[config.mk]
export PLATFORM = sky130hd
export DESIGN_NAME = mem_read_responder
export DESIGN_NICKNAME = d
export VERILOG_FILES = /design/src/rtl/mem_read_responder.sv
export SDC_FILE = /design/constraint.sdc
export NUM_CORES = 1
export LEC_CHECK = 0
export ABC_CLOCK_PERIOD_IN_PS = 2800
export BUFFER_PORTS_ARGS = -buffer_cell sky130_fd_sc_hd__buf_2
export CAP_MARGIN = 25
export CORE_ASPECT_RATIO = 1.25
export CORE_MARGIN = 3
export CORE_UTILIZATION = 40
export CTS_CLUSTER_SIZE = 25
export DETAILED_ROUTE_END_ITERATION = 10
export HOLD_SLACK_MARGIN = 0.02
export PLACE_DENSITY = 0.74
export SYNTH_ARGS = -nofsm -noshare
export SYNTH_HDL_FRONTEND = slang
export SYNTH_SLANG_ARGS = --single-unit
[constraint.sdc]
create_clock -name clk -period 2.8 [get_ports clk]
set_input_delay 0.14 -clock clk [delete_from_list [all_inputs] [get_ports clk]]
set_output_delay 0.14 -clock clk [all_outputs]
set_load 0.05 [all_outputs]
[src/rtl/mem_read_responder.sv]
// mem_read_responder: Avalon-MM pipelined read responder backed by a 64-bit word ROM.
// Returns each accepted read after a fixed latency, in order, and throttles the initiator
// with waitrequest during post-reset initialisation and when too many reads are in flight.
module mem_read_responder #(
  parameter int unsigned DEPTH       = 16,
  parameter int unsigned LATENCY     = 2,
  parameter int unsigned MAX_PENDING = 4,
  parameter int unsigned INIT_CYCLES = 4,
  parameter string       INIT_FILE   = ""
) (
  input  logic        clk,
  input  logic        rst_n,
  input  logic [31:0] address,
  input  logic        read,
  output logic [63:0] readdata,
  output logic        readdatavalid,
  output logic        waitrequest,
  output logic        addr_err
);

  localparam int unsigned AW = $clog2(DEPTH);
  localparam int unsigned OW = $clog2(MAX_PENDING + 1);
  localparam int unsigned CW = 8;
  localparam int unsigned DW = 64;

  // Contents come from the built-in byte pattern only; an image file cannot be honoured here.
  if (INIT_FILE != "") begin : g_init_file_check
    $error("mem_read_responder: INIT_FILE image loading is not supported, leave it empty");
  end

  typedef enum logic {
    S_INIT,
    S_READY
  } state_t;

  state_t          state_q, state_d;
  logic [CW-1:0]   init_cnt_q, init_cnt_d;
  logic [OW-1:0]   pend_q, pend_d;
  logic            wait_q, wait_d;
  logic            err_q, err_d;

  logic            accept_c;
  logic            in_range_c;
  logic [AW-1:0]   idx_c;
  logic [DW-1:0]   rom_word_c;

  logic            v_q       [LATENCY];
  logic [DW-1:0]   d_q       [LATENCY];
  logic            stage_v_c [LATENCY];
  logic [DW-1:0]   stage_d_c [LATENCY];

  assign accept_c      = read & ~wait_q;
  assign in_range_c    = (address[31:AW] == '0);
  assign idx_c         = address[AW-1:0];
  assign waitrequest   = wait_q;
  assign addr_err      = err_q;
  assign readdatavalid = v_q[LATENCY-1];
  assign readdata      = d_q[LATENCY-1];

  // ROM lookup at acceptance: byte lane k of word i is (8*i + k) mod 256, zero when out of range.
  always_comb begin
    rom_word_c = '0;
    if (in_range_c) begin
      for (int k = 0; k < 8; k++) begin
        rom_word_c[8*k +: 8] = 8'({idx_c, 3'(k)});
      end
    end
  end

  // State, init counter, outstanding count, sticky error and waitrequest registers.
  always_ff @(posedge clk or negedge rst_n) begin
    if (!rst_n) begin
      state_q    <= S_INIT;
      init_cnt_q <= '0;
      pend_q     <= '0;
      wait_q     <= 1'b1;
      err_q      <= 1'b0;
    end else begin
      state_q    <= state_d;
      init_cnt_q <= init_cnt_d;
      pend_q     <= pend_d;
      wait_q     <= wait_d;
      err_q      <= err_d;
    end
  end

  // Next-state logic; waitrequest is precomputed from the next outstanding count.
  always_comb begin
    state_d    = state_q;
    init_cnt_d = init_cnt_q;
    pend_d     = pend_q;
    err_d      = err_q;
    wait_d     = 1'b1;

    case (state_q)
      S_INIT: begin
        if (init_cnt_q == CW'(INIT_CYCLES)) begin
          state_d = S_READY;
        end else begin
          init_cnt_d = init_cnt_q + CW'(1);
        end
      end
      S_READY: begin
        state_d = S_READY;
      end
    endcase

    case ({accept_c, readdatavalid})
      2'b10:   pend_d = pend_q + OW'(1);
      2'b01:   pend_d = pend_q - OW'(1);
      default: pend_d = pend_q;
    endcase

    if (accept_c && !in_range_c) begin
      err_d = 1'b1;
    end

    wait_d = (state_d == S_INIT) || (pend_d == OW'(MAX_PENDING));
  end

  // Stage inputs: stage 0 takes the accepted lookup, later stages shift from the previous one.
  always_comb begin
    for (int i = 0; i < LATENCY; i++) begin
      stage_v_c[i] = 1'b0;
      stage_d_c[i] = '0;
    end
    stage_v_c[0] = accept_c;
    stage_d_c[0] = rom_word_c;
    for (int i = 1; i < LATENCY; i++) begin
      stage_v_c[i] = v_q[i-1];
      stage_d_c[i] = d_q[i-1];
    end
  end

  // Valid/data pipeline; data only moves with valid, so the last stage holds the last response.
  always_ff @(posedge clk or negedge rst_n) begin
    if (!rst_n) begin
      for (int i = 0; i < LATENCY; i++) begin
        v_q[i] <= 1'b0;
        d_q[i] <= '0;
      end
    end else begin
      for (int i = 0; i < LATENCY; i++) begin
        v_q[i] <= stage_v_c[i];
        if (stage_v_c[i]) begin
          d_q[i] <= stage_d_c[i];
        end
      end
    end
  end

endmodule
==> impl_metrics.env <==
export IMPL_outcome="finished, final reports clean"
export IMPL_synth_lib_cells_used_distinct=36
export IMPL_finalCriticalPeriod_ps=2200
export IMPL_stdcell_count=266
export IMPL_maximum_number_of_pins_on_one_net_before_global_route_repair=27
export IMPL_cts_tree="built"
export IMPL_finalSetupViolCount=0
export IMPL_max_freq_ghz=0.455
export IMPL_nets=250
export IMPL_floorplan_initialDensity_pct=42.5
export IMPL_globalRouteOverflowTotal=0
export IMPL_placement_rows=26
export IMPL_hpwl_after_detailed_placement_um=2360
export IMPL_total_leakage_power_nw=1.05
export IMPL_maximum_resistive_drop_on_vdd_mv=0.338
export IMPL_final_max_slew_viol_count=0
export IMPL_grt_util_all_layers_pct=10.5
export IMPL_vias_in_the_first_global_route=1031
export IMPL_path_class="flop to flop"
export IMPL_routed_via_density=4.40
export IMPL_synth_cells=170
export IMPL_drt_wirelength_per_cell_um=10.9
export IMPL_fin_hold_ws_ps=178
export IMPL_routability_congestion_estimate=0.770
export IMPL_crit_fanout=8
export IMPL_fin_setup_tns_ps=0
export IMPL_postRouteAntennaNets=0
export IMPL_cpLargestDelayFamily="adder cells"
export IMPL_cellPowerDensity_nw_per_um2=534
export IMPL_place_detailed_instances=261
export IMPL_worst_path_buf_inv=0
export IMPL_synth_cell_area_um2=1770
export IMPL_min_period_over_period_pct=78.5
export IMPL_timing_max_cap_violations=0
export IMPL_finish_utilization_pct=46.0
export IMPL_mostFrequentLayoutCell="buf_2"
export IMPL_timing_critical_path_slowest_cell_delay_ps=570
export IMPL_detail_route_first_pass_iterations=4
export IMPL_most_common_layout_cells="81 x buf_2, 25 x dfrtp_1, 20 x conb_1"
export IMPL_buffer_ports_inserted=81
export IMPL_hold_fails_final_rpt=0
export IMPL_placement_setup_worst_slack_ps=605
export IMPL_worst_setup_path_end_kind="flop"
export IMPL_design_portCount=102
export IMPL_number_of_enable_flip_flop_cells_after_synthesis=0
export IMPL_worst_skew_pair_late_latency_ps=270
export IMPL_ctsLongestPathBuffers=2
export IMPL_chipHeight_um=80.4
export IMPL_timing_critical_path_from_type="flop"
export IMPL_fin_worst_skew_ps=1.27
export IMPL_worst_endpoint_arrival_ps=2410
export IMPL_num_vias=1171
export IMPL_ys_warn_count=0
export IMPL_synth_avg_cell_area_um2=10.4
export IMPL_ctsRootBufferMaster="clkbuf_8"
export IMPL_tritoncts_num_sinks=26
export IMPL_n_antenna_cell=0
export IMPL_holdCritPathClass="primary input to flop"
export IMPL_final_design_area_no_fill_um2=1910
export IMPL_max_slew_margin_pct=63.1
export IMPL_cts_inserted_buffers=3
export IMPL_drc=0
export IMPL_ratio_of_cells_with_drive_above_1_in_the_final_layout_pct=47.6
export IMPL_drt_wl_total_um=2900
export IMPL_grt_antenna_before_repair=0
export IMPL_path_clk_slew_ps=90
export IMPL_postSynth_asyncResetShare_pct=100
export IMPL_core_area_um2=4160
export IMPL_cts_resized_gates=0
export IMPL_area_growth_synth_to_final_pct=8.05
export IMPL_drt_iter0_markers=15
export IMPL_grt_setup_unrepaired="no"
export IMPL_floorplan_die_area_um2=5270
export IMPL_ys_seq_elements=26
export IMPL_slowest_stage="dfstp_2"
export IMPL_cp_required_ps=3010
export IMPL_h_tree_depth=1
export IMPL_total_power_mw=1.02
export IMPL_standard_cell_area_after_detailed_placement_um2=1830
export IMPL_ys_flop_type="dfrtp_1"
export IMPL_timing_final_ws_setup_ps=601
export IMPL_die_width_um=65.5
export IMPL_path_cells="nand2b_1 > ha_1 > fa_1 > mux2_2 > nor3_1 > a211o_1"
export IMPL_ys_seq_area_share_pct=36.8
export IMPL_grt_first_pass_wirelength_um=4330
export IMPL_max_slew_worst_pin_slew_ps=553
## state kept, by name, indices dropped and copies added, names as in the netlist
| register | flops |
|---|---|
| waitrequest | 1 |
| addr_err | 1 |
| readdata | 5 |
| state_q | 1 |
| pend_q | 3 |
| readdatavalid | 1 |
| d_q | 5 |
| init_cnt_q | 8 |
| stage_v_c | 1 |
## layout make-up
class | count | area, um^2
multi-input cells | 93 | 687
well taps | 56 | 70.1
repair buffers | 82 | 415
clock buffers | 3 | 41.3
flip-flops and latches | 26 | 652
inverters | 5 | 18.8
clock inverters | 1 | 30.0
fillers | 411 | 2250
## synth_stat cells, drive strengths merged, types with 2 or more instances
library cell  number  area [um^2]
o21ai              5         25.0
buf               65          485
and3b              4         35.0
a21oi              2         21.3
nand4              8         50.1
xnor2              6         52.6
nand2              8         30.0
nor2               3         11.3
dfrtp             25          626
ha                 3         37.5
mux2               7         82.6
inv                5         18.8
xor2               3         26.3
nor4               7         88.8
nor3               3         26.3
## worst register-to-register path, delay by kind of cell (launching register included)
kind            cells  cell delay, ps
simple gates        2             460
mux                 1             290
fa+ha+maj           2             710
compound gates      1             130
flops               1             570
## path summary, 6_finish.rpt
kind | start | endpoint | cells after the start | slack, ps
min | address[22] | d_q[118] | 4 | 180
max in group asynchronous | rst_n | waitrequest | 2 | 2040
min reg2reg | d_q[124] | d_q[124] | 2 | 490
max | waitrequest | waitrequest | 6 | 600
min in group asynchronous | rst_n | init_cnt_q[1] | 2 | 390
max reg2reg | waitrequest | waitrequest | 6 | 600
## timing repair
item,4_1_cts,5_1_grt
hold endpoints to repair,25,0
hold buffers,1,0
setup buffers,0,0
## logic make-up after synthesis
| group | count (synthesis) | share of synthesized area (%) |
|---|---|---|
| buffers and inverters | 70 | 28.5 |
| and+or+nand+nor | 41 | 17.3 |
| DFF | 26 | 36.8 |
| AOI/OAI and AO/OA | 12 | 4.87 |
| xor gates and xnor gates | 9 | 4.45 |
| muxes | 7 | 4.66 |
| adders and majority gates | 4 | 3.25 |
| other | 1 | 0.212 |
## layer usage
metal,track usage [%],routed length (um),share of wire (%),vias to the layer above
met1,12.1,1100,38,533
met4,4.98,52,1.8,0
li1,-,-,-,573
met3,1.68,248,8.5,4
met5,0,0,0,-
met2,18.5,1500,52,61
## power breakdown
group | switching (mW) | internal (mW) | leakage [nW] | total, mW
registers | 0.0371 | 0.410 | 0.333 | 0.447
logic | 0.162 | 0.107 | 0.681 | 0.270
clock network | 0.115 | 0.191 | 0.0357 | 0.306
Power figures use the tool's default switching activity.
